File: src/rtl/maze_move_sequencer.sv
// Turns explorer move codes into timed turn/drive/settle motor phases and tracks heading, cell and exit.
// Optional build macro MOVE_SEQ_BOUNDS_CHECK_EN adds a grid-edge check on every drive.
module maze_move_sequencer #(
    parameter int GRID_W     = 9,
    parameter int GRID_H     = 9,
    parameter int START_POS  = 76,
    parameter int START_HEAD = 0,
    parameter int EXIT_POS   = 4,
    parameter int EXIT_HEAD  = 0,
    parameter int TURN_CYC   = 4,
    parameter int FWD_CYC    = 8,
    parameter int SETTLE_CYC = 2
) (
    input  logic       clk,
    input  logic       rst,
    input  logic       mv_valid,
    input  logic [2:0] mv_code,
    output logic       mv_ready,
    output logic [1:0] motor_l,
    output logic [1:0] motor_r,
    output logic       done,
    output logic [1:0] heading,
    output logic [6:0] pos,
    output logic [3:0] uturn_cnt,
    output logic       exit_flag,
    output logic       err
);

    localparam logic [2:0] S_IDLE   = 3'd0;
    localparam logic [2:0] S_TURN   = 3'd1;
    localparam logic [2:0] S_DRIVE  = 3'd2;
    localparam logic [2:0] S_SETTLE = 3'd3;
    localparam logic [2:0] S_DONE   = 3'd4;
    localparam logic [2:0] S_EXIT   = 3'd5;
    localparam logic [2:0] S_ERR    = 3'd6;

    localparam logic [1:0] M_OFF = 2'b00;
    localparam logic [1:0] M_FWD = 2'b01;
    localparam logic [1:0] M_REV = 2'b10;

    generate
        if (GRID_W * GRID_H > 128) begin : g_grid_too_large
            $error("maze_move_sequencer: GRID_W*GRID_H must not exceed 128");
        end
    endgenerate

    logic [2:0] r_state, w_state_next;
    logic [7:0] r_cnt, w_cnt_next;
    logic       r_half, w_half_next;
    logic       r_dir, w_dir_next;
    logic       r_uturn, w_uturn_next;
    logic       r_exit_drv, w_exit_drv_next;
    logic [1:0] r_heading, w_head_next;
    logic [6:0] r_pos, w_pos_next;
    logic [3:0] r_uturn_cnt, w_uturn_cnt_next;
    logic       r_exit_flag, w_exit_flag_next;
    logic       r_err, w_err_next;
    logic       r_ready, r_done;
    logic [1:0] r_motor_l, r_motor_r, w_motor_l, w_motor_r;
    logic       w_enter_drive, w_oob;

`ifdef MOVE_SEQ_BOUNDS_CHECK_EN
    localparam logic [6:0] START_ROW = 7'(START_POS / GRID_W);
    localparam logic [6:0] START_COL = 7'(START_POS % GRID_W);
    logic [6:0] r_row, w_row_next;
    logic [6:0] r_col, w_col_next;
`endif

    always_comb begin
        w_state_next     = r_state;
        w_cnt_next       = r_cnt;
        w_half_next      = r_half;
        w_dir_next       = r_dir;
        w_uturn_next     = r_uturn;
        w_exit_drv_next  = r_exit_drv;
        w_head_next      = r_heading;
        w_pos_next       = r_pos;
        w_uturn_cnt_next = r_uturn_cnt;
        w_exit_flag_next = r_exit_flag;
        w_err_next       = r_err;
        w_enter_drive    = 1'b0;
        w_oob            = 1'b0;
`ifdef MOVE_SEQ_BOUNDS_CHECK_EN
        w_row_next       = r_row;
        w_col_next       = r_col;
`endif

        case (r_state)
            S_IDLE: begin
                if (mv_valid) begin
                    case (mv_code)
                        3'b001: w_enter_drive = 1'b1;
                        3'b010, 3'b011, 3'b100: begin
                            w_state_next = S_TURN;
                            w_cnt_next   = 8'(TURN_CYC - 1);
                            w_dir_next   = (mv_code != 3'b010);
                            w_uturn_next = (mv_code == 3'b100);
                            w_half_next  = 1'b0;
                        end
                        default: begin
                            w_state_next = S_DONE;
                            if (mv_code[2]) w_err_next = 1'b1;
                        end
                    endcase
                end
            end
            S_TURN: begin
                // A u-turn is two back-to-back quarter turns so the 8-bit counter never overflows.
                if (r_cnt != 8'd0) begin
                    w_cnt_next = r_cnt - 8'd1;
                end else if (r_uturn && !r_half) begin
                    w_half_next = 1'b1;
                    w_cnt_next  = 8'(TURN_CYC - 1);
                end else begin
                    if (r_uturn) begin
                        w_head_next = r_heading + 2'd2;
                        if (r_uturn_cnt != 4'hF) w_uturn_cnt_next = r_uturn_cnt + 4'd1;
                    end else if (r_dir) begin
                        w_head_next = r_heading + 2'd1;
                    end else begin
                        w_head_next = r_heading - 2'd1;
                    end
                    w_enter_drive = 1'b1;
                end
            end
            S_DRIVE: begin
                if (r_cnt != 8'd0) begin
                    w_cnt_next = r_cnt - 8'd1;
                end else if (r_exit_drv) begin
                    w_state_next     = S_EXIT;
                    w_exit_flag_next = 1'b1;
                end else begin
                    w_state_next = S_SETTLE;
                    w_cnt_next   = 8'(SETTLE_CYC - 1);
                    case (r_heading)
                        2'd0:    w_pos_next = r_pos - 7'(GRID_W);
                        2'd1:    w_pos_next = r_pos + 7'd1;
                        2'd2:    w_pos_next = r_pos + 7'(GRID_W);
                        default: w_pos_next = r_pos - 7'd1;
                    endcase
`ifdef MOVE_SEQ_BOUNDS_CHECK_EN
                    case (r_heading)
                        2'd0:    w_row_next = r_row - 7'd1;
                        2'd1:    w_col_next = r_col + 7'd1;
                        2'd2:    w_row_next = r_row + 7'd1;
                        default: w_col_next = r_col - 7'd1;
                    endcase
`endif
                end
            end
            S_SETTLE: begin
                if (r_cnt != 8'd0) w_cnt_next = r_cnt - 8'd1;
                else               w_state_next = S_DONE;
            end
            S_DONE:  w_state_next = S_IDLE;
            default: w_state_next = r_state;
        endcase

        // Exit and bounds decisions use the post-turn heading, which is settled by now.
        if (w_enter_drive) begin
`ifdef MOVE_SEQ_BOUNDS_CHECK_EN
            w_oob = (w_head_next == 2'd0 && r_row == 7'd0) ||
                    (w_head_next == 2'd2 && r_row == 7'(GRID_H - 1)) ||
                    (w_head_next == 2'd3 && r_col == 7'd0) ||
                    (w_head_next == 2'd1 && r_col == 7'(GRID_W - 1));
`endif
            w_cnt_next = 8'(FWD_CYC - 1);
            if (r_pos == 7'(EXIT_POS) && w_head_next == 2'(EXIT_HEAD)) begin
                w_state_next    = S_DRIVE;
                w_exit_drv_next = 1'b1;
            end else if (w_oob) begin
                w_state_next = S_ERR;
                w_err_next   = 1'b1;
            end else begin
                w_state_next    = S_DRIVE;
                w_exit_drv_next = 1'b0;
            end
        end

        w_motor_l = M_OFF;
        w_motor_r = M_OFF;
        if (w_state_next == S_TURN) begin
            w_motor_l = w_dir_next ? M_FWD : M_REV;
            w_motor_r = w_dir_next ? M_REV : M_FWD;
        end else if (w_state_next == S_DRIVE) begin
            w_motor_l = M_FWD;
            w_motor_r = M_FWD;
        end
    end

    always_ff @(posedge clk) begin
        if (rst) begin
            r_state     <= S_IDLE;
            r_cnt       <= 8'd0;
            r_half      <= 1'b0;
            r_dir       <= 1'b0;
            r_uturn     <= 1'b0;
            r_exit_drv  <= 1'b0;
            r_heading   <= 2'(START_HEAD);
            r_pos       <= 7'(START_POS);
            r_uturn_cnt <= 4'd0;
            r_exit_flag <= 1'b0;
            r_err       <= 1'b0;
            r_ready     <= 1'b1;
            r_done      <= 1'b0;
            r_motor_l   <= M_OFF;
            r_motor_r   <= M_OFF;
`ifdef MOVE_SEQ_BOUNDS_CHECK_EN
            r_row       <= START_ROW;
            r_col       <= START_COL;
`endif
        end else begin
            r_state     <= w_state_next;
            r_cnt       <= w_cnt_next;
            r_half      <= w_half_next;
            r_dir       <= w_dir_next;
            r_uturn     <= w_uturn_next;
            r_exit_drv  <= w_exit_drv_next;
            r_heading   <= w_head_next;
            r_pos       <= w_pos_next;
            r_uturn_cnt <= w_uturn_cnt_next;
            r_exit_flag <= w_exit_flag_next;
            r_err       <= w_err_next;
            r_ready     <= (w_state_next == S_IDLE);
            r_done      <= (r_state == S_DONE);
            r_motor_l   <= w_motor_l;
            r_motor_r   <= w_motor_r;
`ifdef MOVE_SEQ_BOUNDS_CHECK_EN
            r_row       <= w_row_next;
            r_col       <= w_col_next;
`endif
        end
    end

    assign mv_ready  = r_ready;
    assign motor_l   = r_motor_l;
    assign motor_r   = r_motor_r;
    assign done      = r_done;
    assign heading   = r_heading;
    assign pos       = r_pos;
    assign uturn_cnt = r_uturn_cnt;
    assign exit_flag = r_exit_flag;
    assign err       = r_err;

endmodule

File: config.mk
export PLATFORM = sky130hd
export DESIGN_NAME = maze_move_sequencer
export DESIGN_NICKNAME = d
export VERILOG_FILES = /design/src/rtl/maze_move_sequencer.sv
export SDC_FILE = /design/constraint.sdc
export NUM_CORES = 1
export LEC_CHECK = 0
export ABC_CLOCK_PERIOD_IN_PS = 3800
export BUFFER_PORTS_ARGS = -buffer_cell sky130_fd_sc_hd__buf_4
export CORE_UTILIZATION = 50
export CTS_CLUSTER_DIAMETER = 30
export DETAILED_ROUTE_END_ITERATION = 7
export PLACE_DENSITY = 0.82
export SETUP_SLACK_MARGIN = 0.05
export SLEW_MARGIN = 5
export SYNTH_ARGS = -nofsm -noshare
export SYNTH_HDL_FRONTEND = slang
export SYNTH_SLANG_ARGS = --single-unit
File: constraint.sdc
create_clock -name clk -period 3.8 [get_ports clk]
set_input_delay 0.19 -clock clk [delete_from_list [all_inputs] [get_ports clk]]
set_output_delay 0.19 -clock clk [all_outputs]
set_load 0.02 [all_outputs]
-- After elaboration in Yosys (flattened, before gate mapping)
Index checks and enable logic that the tools add are counted.
- flip-flop bits (word level): 36
- bits of input ports: 6
- output and inout bits: 21
- word-level logic and storage cells: 119
- $add $sub $neg: 9
- eq/ne operators: 27
- mux-type cells: 41
- bitwise gates (word level): 4
- reductions and logical operators: 22
- operator list (kind ; count):
    2-to-1 mux 8 bit ; 7
    one-hot mux 8 bit (4 select lines) ; 1
    one-hot mux 7 bit (3 select lines) ; 1
    2-to-1 mux 2 bit ; 9
    2-to-1 mux 3 bit ; 6
    equality test 3 x 2 -> 1 bit (second input constant) ; 5
    != test 3 bit (second input constant) ; 5
    2-to-1 mux 1 bit ; 13
    != test 4 bit (second input constant) ; 3
    one-hot mux 3 bit (4 select lines) ; 1
    AND reduction 6 bit ; 2
    != test 2 bit (second input constant) ; 5
    AND reduction 5 bit ; 2
    equality test 3 x 1 -> 1 bit (second input constant) ; 3
    AND reduction 3 bit ; 3
    nonzero test 8 bit ; 1
    subtractor 8 x 1 -> 8 bit (second input constant) ; 1
    adder 7 x 1 -> 7 bit (second input constant) ; 1
    adder 7 x 4 -> 7 bit (second input constant) ; 1
    equality test 7 x 3 -> 1 bit (second input constant) ; 1
    subtractor 7 x 1 -> 7 bit (second input constant) ; 1
    subtractor 7 x 4 -> 7 bit (second input constant) ; 1
    equality test 3 bit (second input constant) ; 2
    logical NOT 3 bit ; 2
    20 further kinds ; 26

-- Logic depth before layout (Yosys ltp)
Gate-level depths: netlist of run 1.
- depth after elaboration: 9
- mapped depth: 9
- mapped depth without buffers: 9

-- Least setup slack after synthesis of run 1
No wires, ideal clock.
- path type: flip-flop to flip-flop
- start: register r_heading[0], in the netlist heading[0]
- end: register r_pos[6], in the netlist pos[6]
- setup time: 0.072 ns
- data arrival time: 2.314 ns
- required time: 3.728 ns
- setup slack: 1.414 ns
- cell stages (with the launch flop): 9
- buffers on the path: 0
- period minus slack after synthesis: 2.386 ns
- cell sequence: dfxtp_1 > inv_1 > ha_1 > fa_1 > a211oi_1 > o21bai_1 > a21oi_1 > mux2i_1 > mux2i_1
- cells in the longest elaborated chain, start to end: 2
- elaborated cells on any way between the ends: 4
- classes of those cells: 2 x eq/ne; 1 x mux; 1 x reduce/logical
- ends and longest elaborated chain (item ; line ; source):
    start, declared ; 53 ; logic [1:0] r_heading, w_head_next;
    start signal, assigned ; 199 ; r_heading <= 2'(START_HEAD);
    start signal, assigned ; 219 ; r_heading <= w_head_next;
    equality test 2 bit (tied with other cells) ; 135 ; case (r_heading)
    one-hot mux 7 bit (3 select lines) (*) ; 135 ;
    end signal, assigned ; 200 ; r_pos <= 7'(START_POS);
    end signal, assigned ; 220 ; r_pos <= w_pos_next;
    end, declared ; 54 ; logic [6:0] r_pos, w_pos_next;
Every way passes the cells marked *; elsewhere a longest branch is shown, timed or not.
A chain may end at the register's enable or synchronous reset.

-- Final worst setup path of run 1
- start: register r_cnt[0]
- end: register r_cnt[4]
- cells in the longest elaborated chain, start to end: 4
- elaborated cells on any way between the ends: 13
- classes of those cells: 1 x add/sub; 3 x eq/ne; 6 x mux; 3 x reduce/logical
- ends and longest elaborated chain (item ; line ; source):
    start, declared ; 48 ; logic [7:0] r_cnt, w_cnt_next;
    start signal, assigned ; 214 ; r_cnt <= w_cnt_next;
    parallel branches: the longest is 4 deep, another holds subtractor 8 x 1 -> 8 bit ; n/a ;
Several ways; the timed one is not identified. The select of a mux whose other input is x is not followed.

==> results of run 1 <==
-- power groups by stage --
stage          Combinational, mW  Clock [mW]  Sequential (mW)
3_3_place_gp               0.948           0            0.576
5_1_grt                     1.09       0.366            0.591
6_report                   0.983       0.339            0.575
2_1_floorplan              0.796           0            0.579
4_1_cts                    0.980       0.349            0.572
3_5_place_dp               0.973           0            0.578
-- worst paths after layout --
kind                            startpoint       end  slack (ps)
worst min register to register         err       err         490
worst max register to register    r_cnt[0]  r_cnt[4]        1160
worst min-delay path            mv_code[2]       err         220
worst max-delay path              r_cnt[0]  r_cnt[4]        1160
-- critical path, delay by kind of cell, from the launching register on --
kind,cells,cell delay (ps)
AO/OA/AOI/OAI,2,930
AND/OR/NAND/NOR,2,870
flip-flops,1,310
adder cells (fa/ha/maj),1,220
multiplexers,1,110
buffers and inverters,1,90
-- layer usage --
layer / vias to the layer above / GRT usage [%] / wire, um
li1: 932 / - / -
met1: 854 / 28.6 / 2070
met2: 63 / 34.3 / 2200
met3: 6 / 6.68 / 271
met4: 0 / 6.91 / 59
met5: - / 0 / 0
-- cell usage after synthesis, types with 2 or more instances --
master / instances / area [sq um]
a211oi_1: 9 / 67.6
a21o_1: 3 / 22.5
a21oi_1: 8 / 40.0
a311o_1: 3 / 30.0
a31oi_1: 5 / 31.3
a32oi_1: 2 / 17.5
buf_6: 3 / 33.8
clkbuf_1: 10 / 37.5
dfxtp_1: 36 / 721
ha_1: 9 / 113
inv_1: 11 / 41.3
mux2i_1: 8 / 80.1
nand2_1: 14 / 52.6
nand2b_1: 4 / 25.0
nand3_1: 6 / 30.0
nand4_1: 3 / 18.8
nor2_1: 31 / 116
nor2b_1: 2 / 12.5
nor3_1: 6 / 30.0
nor3b_1: 3 / 22.5
nor4_1: 7 / 43.8
nor4b_1: 2 / 17.5
o211ai_1: 2 / 15.0
o21ai_0: 6 / 30.0
o21bai_1: 3 / 22.5
o221ai_1: 2 / 17.5
o31ai_1: 5 / 37.5
or2_2: 2 / 12.5
or3_1: 2 / 12.5
or3b_2: 2 / 17.5
xnor2_1: 3 / 26.3
xor2_1: 5 / 43.8
-- kinds of logic (layout without fill, tap and decap cells) --
| family | after synthesis | in the layout |
|---|---|---|
| buffers and inverters | 25 | 45 |
| AO/OA/AOI/OAI | 57 | 57 |
| flip-flops | 36 | 36 |
| XOR/XNOR | 8 | 8 |
| multiplexers | 8 | 8 |
| adder cells (fa/ha/maj) | 10 | 10 |
| AND/OR/NAND/NOR | 96 | 96 |
-- area by class of cell --
| cell class | count | area (sq um) | share of cell area, % |
|---|---|---|---|
| well taps | 50 | 62.6 | 2.62 |
| clock buffers | 5 | 68.8 | 2.88 |
| repair buffers | 26 | 195 | 8.18 |
| flip-flops and latches | 36 | 721 | 30.2 |
| multi-input cells | 179 | 1250 | 52.6 |
| inverters | 11 | 41.3 | 1.73 |
| clock inverters | 3 | 42.5 | 1.78 |
-- through the flow --
stage / utilization (%) / setup slack, ps / power (mW) / area (sq um)
finish: 59.6 / 1160 / 1.90 / 2390
global route: 59.6 / 937 / 2.05 / 2390
CTS: 59.6 / 1160 / 1.90 / 2390
detailed placement: 56.9 / 1180 / 1.55 / 2270
global placement: 56.9 / 1310 / 1.52 / 2270
floorplan: - / 1410 / 1.38 / 2090
-- registers in the layout, summed over array words and instances, names as in the netlist --
name	cells
motor_l	2
r_uturn	1
r_exit_drv	1
r_dir	1
r_half	1
pos	7
mv_ready	1
err	1
exit_flag	1
r_state	3
uturn_cnt	4
done	1
heading	2
motor_r	2
r_cnt	8
==> metrics.cfg, run 1 <==
[layout]
fin_nets = 275
area_growth_pct = 14.0
diodes = 0
fillers = 355
drive_gt1_share_pct = 18.1
final_common_cell = dfxtp_1
mostFrequentLayoutCells = dfxtp_1, nor2_1, buf_4
finalNonFillerCells = 310

[worst_setup_path]
cp_max_fo = 11
cp-end-kind = flip-flop
path_cells = inv_1 -> ha_1 -> or3b_2 -> a2111oi_4 -> and4b_4 -> mux2i_1 -> a2111oi_0
crit_arrival_ps = 2820
worstSetupPathType = flip-flop to flip-flop
rr_worst_depth = 7
cp.required_ps = 3970
cp-start-kind = flip-flop
slowest_delay_ps = 650
crit_slowest_cell = a2111oi_4

[pwr]
p_sw_uw = 831
power_frac_seq_pct = 30.3
clkPwrFrac_pct = 17.9
internal_power_mw = 1.07
p_sw_share_pct = 43.8
p_comb_share_pct = 51.8
power-per-cell-area_nw_per_um2 = 795
ir_worst_vdd_mv = 0.438
cellLeakagePower_nw = 0.945

[clocking]
cts_setup_buffers = 0
cts_root_buf = clkbuf_8
cts_buffers = 5
ctsResizeCount = 0
clk_pin_slew_ps = 70
clock_sinks = 36
clockBufferDepth = 2
h-tree-depth = 2
postCtsHoldBufs = 0
cts_tree = yes
insertion_delay_ps = 290

[place]
post-place-cells = 302
place.gp.congestion = 0.853
io_buffers = 26
dp_hpwl_um = 3270

[yosys]
synthMuxAreaShare_pct = 3.83
synthFlopType = dfxtp_1
synth_simple_gate_area_share_pct = 25.6
synthAdderAreaFrac_pct = 6.34
synthCells = 240
yosys_warnings = 0
synth.distinct_cells = 55
avgSynthCellArea_sq_um = 8.72
syn_nets = 256
ys_seq_area_share_pct = 34.4
synth-seq-cells = 36
async_flop_share_pct = 0
synth_xor_xnor_area_share_pct = 3.35
synth_area_sq_um = 2090
synth_top_family_by_area = simple AND/OR/NAND/NOR gates
synth_compound_area_share_pct = 20.9
synth-edff-count = 0

[sta]
setup_violations = 0
min_period_over_period_pct = 69.6
fin_worst_skew_ps = 5.34
holdWs_ps = 223
timing.fmax_ghz = 0.378
period_minus_slack_ps = 2640
max_slew_margin_pct = 54.3
tns_ps = 0
finalHoldViolCount = 0
rsz0062_at_grt = false
slew_violations = 0
worst_pin_slew_ps = 685

[die]
core-area_sq_um = 4000
initial_core_util_pct = 52.3
die_width_um = 66.7
die_y_um = 66.7
core.rowCount = 23
die-area_sq_um = 4450
pin_count = 27

[grt]
antenna_found_initial = 0
grt_max_degree = 29
grt.total_usage_pct = 22.0
grt_pass1_wl_um = 7330
grt_pass1_vias = 1611
grt.overflow.total = 0

[route]
viasPerCell = 5.98
ant_nets = 0
routed_wl_um = 4600
drc = 0
drt_iter0_drc = 119
drtPass1Iterations = 4
vias = 1855
wl_per_cell_um = 14.8

[job]
cap_violations = 0

[min_path]
min_path_type = input port to flip-flop
min_path_cells = 3

[outcome]
status = completed

Note: power is estimated with default switching activity, not from simulation.
==> run 2: changes to the inputs <==
--- a/config.mk
+++ b/config.mk
@@ -5,12 +5,12 @@
 export SDC_FILE = /design/constraint.sdc
 export NUM_CORES = 1
 export LEC_CHECK = 0
-export ABC_CLOCK_PERIOD_IN_PS = 3800
+export ABC_CLOCK_PERIOD_IN_PS = 2300
 export BUFFER_PORTS_ARGS = -buffer_cell sky130_fd_sc_hd__buf_4
 export CORE_UTILIZATION = 50
 export CTS_CLUSTER_DIAMETER = 30
 export DETAILED_ROUTE_END_ITERATION = 7
-export PLACE_DENSITY = 0.82
+export PLACE_DENSITY = 0.84
 export SETUP_SLACK_MARGIN = 0.05
 export SLEW_MARGIN = 5
 export SYNTH_ARGS = -nofsm -noshare
==> constraint.sdc (replaced) <==
create_clock -name clk -period 2.3 [get_ports clk]
set_input_delay 0.115 -clock clk [delete_from_list [all_inputs] [get_ports clk]]
set_output_delay 0.115 -clock clk [all_outputs]
set_load 0.02 [all_outputs]
==> run 2 against run 1 <==
Worst hold slack got worse by 97 ps. Fmax is 22% higher. Worst setup slack got worse by 1000 ps. Final cell count rose by 6.5%. Count of clock-buffer cells in the layout unchanged. Non-clock buffer count rose by 20. Highest routed layer unchanged.
==> metrics.cfg, run 2 (same netlist as run 1, synthesis figures left out) <==
[worst_setup_path]
worst_r2r_endpoint = r_cnt[0]
crit_slowest_cell = or4b_2
crit_arrival_ps = 2320  ; -500 ps
cp_max_fo = 4  ; -7
crit_start = r_state[2]
crit_family = simple AND/OR/NAND/NOR gates
path_buf_inv = 1  ; unchanged
cp-end-kind = flip-flop
path_depth = 6  ; -1
cpMostUsedCell = a211oi_1
slowest_delay_ps = 750  ; +100 ps
worstSetupPathType = flip-flop to flip-flop
rr_worst_depth = 6  ; -1
cp-start-kind = flip-flop
path_cells = or4b_2 -> nor4b_2 -> buf_4 -> a211oi_1 -> nor4b_1 -> a211oi_1
cp.required_ps = 2450  ; -1520 ps
r2r_start = r_state[2]
reg2reg_slack_ps = 130  ; -1020 ps
worstSetupEndpoint = r_cnt[0]

[layout]
area_growth_pct = 22.2
fillers = 318  ; -10%
fin_nets = 295  ; +7.3%
drive_gt1_share_pct = 27.5  ; +9.4 points
largest_reg_flops = 8  ; unchanged
diodes = 0  ; unchanged
stdcell_area_sq_um = 2560  ; +7.2%
mostFrequentLayoutCells = buf_4, dfxtp_1, nor2_1
final_common_cell = buf_4
top_register = r_cnt

[sta]
min_period_over_period_pct = 94.2  ; +25 points
max_slew_margin_pct = 64.7  ; +10 points
rsz0062_at_grt = true
finalHoldViolCount = 0  ; unchanged
holdWs_ps = 125  ; -97.3 ps
slew_violations = 0  ; unchanged
fin_worst_skew_ps = 15.7  ; +10.4 ps
worst_pin_slew_ps = 521  ; -164 ps
setup_violations = 0  ; unchanged
period_minus_slack_ps = 2170  ; -478 ps
timing.fmax_ghz = 0.462  ; +22%
tns_ps = 0  ; unchanged

[clocking]
h-tree-depth = 2  ; unchanged
insertion_delay_ps = 300  ; about the same
postCtsHoldBufs = 0  ; unchanged
clock_sinks = 36  ; unchanged
clockBufferDepth = 2  ; unchanged
cts_root_buf = clkbuf_8
clk_pin_slew_ps = 80  ; about the same
cts_tree = yes
cts_buffers = 5  ; unchanged

[route]
drc = 0  ; unchanged
ant_nets = 0  ; unchanged
vias = 1946  ; +4.9%
drt_iter0_drc = 198  ; +66%
wl_per_cell_um = 15.1  ; +1.8%
drtPass1Iterations = 4  ; unchanged
routed_wl_um = 4980  ; +8.4%
viasPerCell = 5.90  ; -1.5%

[pwr]
power-per-cell-area_nw_per_um2 = 1300  ; +64%
cellLeakagePower_nw = 1.04  ; +9.9%
ir_worst_vdd_mv = 0.730  ; +67%

[grt]
grt_max_degree = 29  ; unchanged
antenna_found_initial = 0  ; unchanged
grt_pass1_wl_um = 8200  ; +12%
grt.overflow.total = 0  ; unchanged
grt.total_usage_pct = 24.7  ; +2.8 points
grt_pass1_vias = 1763  ; +9.4%

[place]
dp_hpwl_um = 3590  ; +9.8%
io_buffers = 26  ; unchanged
place.gp.congestion = 0.852  ; -0.18%
placed_area_sq_um = 2410  ; +5.9%

[job]
cap_violations = 0  ; unchanged

[die]
pin_count = 27  ; unchanged
core-area_sq_um = 4000  ; unchanged
initial_core_util_pct = 52.3  ; unchanged
core.rowCount = 23  ; unchanged
die_width_um = 66.7  ; unchanged
die_y_um = 66.7  ; unchanged
die-area_sq_um = 4450  ; unchanged

[min_path]
min_path_type = input port to flip-flop

[outcome]
status = completed

-- run 2: cell types whose count changed in the layout (fill, tap and decap cells not counted), sizes merged --
cell | before | now
bufinv | 1 | 0
buf | 26 | 46
inv | 11 | 12
-- run 2: area by class of cell --
class | instances | area (sq um) | share of cell area [%]
Sequential cell | 36 | 726 | 28.4
Clock buffer | 5 | 68.8 | 2.69
Inverter | 11 | 41.3 | 1.61
Tap cell | 50 | 62.6 | 2.44
Multi-Input combinational cell | 179 | 1290 | 50.6
Timing Repair Buffer | 46 | 345 | 13.5
Clock inverter | 3 | 21.3 | 0.831
-- run 2: worst min path at each step --
stage | from | endpoint | slack, ps | depth (start not counted)
after floorplan | mv_code[0] | err | 390 | 4
after global placement | mv_code[2] | err | 430 | 3
after detailed placement | mv_code[2] | err | 440 | 3
after CTS | mv_code[2] | err | 120 | 3
after global routing | mv_code[2] | err | 180 | 3
final | mv_code[2] | err | 130 | 3
-- run 2: what timing repair did --
item	4_1_cts	5_1_grt
endpoints found under the setup margin	2	15
setup buffers	0	3
pin swaps	0	7
gates resized for setup	3	8
-- run 2: power breakdown --
part | total, mW | switching [mW] | internal (mW) | leakage (nW)
clock network | 0.471 | 0.256 | 0.215 | 0.0445
logic | 1.96 | 1.08 | 0.879 | 0.700
registers | 0.905 | 0.133 | 0.771 | 0.294
-- run 2: through the flow --
stage | worst slack, ps | std cells | power [mW] | utilization, %
floorplan | 58.6 | 240 | 2.32 | -
global placement | 137 | 319 | 2.68 | 60.2
detailed placement | -132 | 319 | 2.74 | 60.2
CTS | 34.4 | 327 | 3.23 | 62.8
global route | 38.7 | 330 | 3.58 | 64.0
finish | 133 | 330 | 3.34 | 64.0
-- run 2: worst min-delay path: stages --
cell and delay, ps:
buf_4 130, a31oi_1 80, nor2_1 70
-- run 2: layer usage --
| metal | vias up | routed length (um) | GRT usage, % |
|---|---|---|---|
| met4 | 0 | 106 | 9.04 |
| met2 | 50 | 2350 | 39.6 |
| met3 | 9 | 201 | 5.65 |
| met5 | - | 0 | 0 |
| li1 | 965 | - | - |
| met1 | 922 | 2330 | 32.0 |
==> run 3: changes to the inputs <==
--- a/config.mk
+++ b/config.mk
@@ -7,10 +7,10 @@
 export LEC_CHECK = 0
 export ABC_CLOCK_PERIOD_IN_PS = 2300
 export BUFFER_PORTS_ARGS = -buffer_cell sky130_fd_sc_hd__buf_4
-export CORE_UTILIZATION = 50
+export CORE_UTILIZATION = 52
 export CTS_CLUSTER_DIAMETER = 30
 export DETAILED_ROUTE_END_ITERATION = 7
-export PLACE_DENSITY = 0.84
+export PLACE_DENSITY = 0.87
 export SETUP_SLACK_MARGIN = 0.05
 export SLEW_MARGIN = 5
 export SYNTH_ARGS = -nofsm -noshare
==> run 3 against run 2 <==
Die area shrank 3.7%. Worst hold slack improved by 44 ps. Utilization grew 4.4 points. Largest power group unchanged. Largest cell class unchanged. Clock skew shrank 13 ps. Critical endpoint is now motor_l[0]. Flip-flop and latch count is the same. Routed wire length rose by 5.7%. First-iteration DRC count is 34% lower. Count of clock-buffer cells in the layout unchanged. Register-to-register slack worse by 20 ps. Fmax shrank 1.0%. Via count grew 2.1%. Critical path depth unchanged.
==> metrics.cfg, run 3 (same netlist as run 1, synthesis figures left out) <==
[outcome]
status = completed

[clocking]
insertion_delay_ps = 300  ; about the same
clock_sinks = 36  ; unchanged
postCtsHoldBufs = 0  ; unchanged
cts_tree = yes
clockBufferDepth = 2  ; unchanged
clk_pin_slew_ps = 80  ; about the same
cts_root_buf = clkbuf_8
h-tree-depth = 2  ; unchanged
cts_buffers = 5  ; unchanged

[route]
drtPass1Iterations = 4  ; unchanged
drc = 0  ; unchanged
viasPerCell = 6.10  ; +3.4%
drt_iter0_drc = 131  ; -34%
routed_wl_um = 5270  ; +5.7%
wl_per_cell_um = 16.2  ; +7.0%
ant_nets = 0  ; unchanged
vias = 1987  ; +2.1%

[grt]
met3_usage_pct = 4.86  ; -0.79 points
grt_pass1_vias = 1795  ; +1.8%
gr-max-usage-layer = met2
grt_max_degree = 29  ; unchanged
grtUsageMet2_pct = 40.6  ; +0.95 points
grt_pass1_wl_um = 8020  ; -2.2%
gr-usage-met1_pct = 31.0  ; -0.99 points
grt.total_usage_pct = 24.5  ; -0.26 points
grt.overflow.total = 0  ; unchanged
antenna_found_initial = 0  ; unchanged

[layout]
mostFrequentLayoutCells = buf_4, dfxtp_1, nor2_1
drive_gt1_share_pct = 27.0  ; -0.52 points
final_common_cell = buf_4
area_growth_pct = 23.2
ff_latch_area_sq_um = 726  ; unchanged
fin_nets = 293  ; -0.68%
diodes = 0  ; unchanged
finalNonFillerCells = 326  ; -1.2%
largest_reg_flops = 8  ; unchanged
fillers = 270  ; -15%
fin_util_pct = 68.4  ; +4.4 points
top_register = r_cnt
multi_input_area_sq_um = 1330  ; +2.4%

[die]
core-area_sq_um = 3770  ; -5.7%
die-area_sq_um = 4280  ; -3.7%
pin_count = 27  ; unchanged
die_width_um = 65.4  ; -1.9%
core.rowCount = 22  ; -4.3%
die_y_um = 65.4  ; -1.9%
initial_core_util_pct = 55.5  ; +3.2 points

[sta]
max_slew_margin_pct = 59.6  ; -5.2 points
worst_slack_ps = 111  ; -22.0 ps
setup_violations = 0  ; unchanged
rsz0062_at_grt = true
fin_worst_skew_ps = 3.07  ; -12.7 ps
min_period_over_period_pct = 95.2  ; +0.96 points
finalHoldViolCount = 0  ; unchanged
timing.fmax_ghz = 0.457  ; -1.0%
worst_pin_slew_ps = 598  ; +76.8 ps
slew_violations = 0  ; unchanged
holdWs_ps = 169  ; +44.0 ps
period_minus_slack_ps = 2190  ; +22.0 ps

[worst_setup_path]
crit_slowest_cell = or4_4
cp.required_ps = 2510  ; +60 ps
worstSetupPathType = flip-flop to flip-flop
slowest_delay_ps = 580  ; -170 ps
path_cells = or4_4 -> buf_4 -> o41ai_4 -> nor3b_4 -> nand3_2 -> o31ai_2
cp-end-kind = flip-flop
cp-start-kind = flip-flop
cp_max_fo = 6  ; +2
crit_arrival_ps = 2400  ; +80 ps

[place]
post-place-cells = 317  ; -0.63%
place.gp.congestion = 0.911  ; +7.0%
dp_slack_ps = 15.1  ; +147 ps
io_buffers = 26  ; unchanged
dp_hpwl_um = 3500  ; -2.6%

[pwr]
ir_worst_vdd_mv = 0.673  ; -7.8%
cellLeakagePower_nw = 1.04  ; +0.25%
power_mw = 3.44  ; +3.2%
power-per-cell-area_nw_per_um2 = 1340  ; +2.4%

[job]
cap_violations = 0  ; unchanged

[min_path]
min_path_type = input port to flip-flop

## run 3: area by class of cell
cell class	count	share of cell area, %
clock buffers	5	2.67
flip-flops and latches	36	28.1
well taps	48	2.33
clock inverters	3	0.922
inverters	11	1.60
multi-input cells	179	51.4
repair buffers	44	13.0
## run 3: metrics by stage
step / area, sq um / setup TNS, ps
after floorplan: 2110 / 0
after global placement: 2410 / 0
after detailed placement: 2410 / 0
after CTS: 2500 / 0
after global routing: 2580 / -15.7
final: 2580 / 0
## run 3: what timing repair did
action	4_1_cts	5_1_grt
gates resized for setup	1	15
setup buffers	0	1
gates cloned	0	0
endpoints found under the setup margin	1	12
pin swaps	0	4
endpoints found under the hold margin	0	0
## run 3: report_power, final
group | internal, mW | switching (mW) | total [mW]
sequential | 0.771 | 0.127 | 0.899
clock | 0.215 | 0.258 | 0.472
combinational | 0.922 | 1.15 | 2.07
## run 3: worst max-delay path, delay by kind of cell (launching register included)
family / cells / cell delay, ps
buffers and inverters: 1 / 180
AOI/OAI and AO/OA: 2 / 560
DFF: 1 / 350
and+or+nand+nor: 3 / 1000
## run 3: metal layers
metal  wire length (um)  up-vias
met1               2350      960
met4                 89        0
li1                   -      961
met2               2620       56
met5                  0        -
met3                207       10
## run 3: final timing paths
kind,from,end,slack [ps],cells past startpoint
hold reg to reg,err,err,500,2
hold / removal,mv_code[2],err,170,3
setup / recovery,r_cnt[6],motor_l[0],110,6
setup reg to reg,r_cnt[6],motor_l[0],110,6
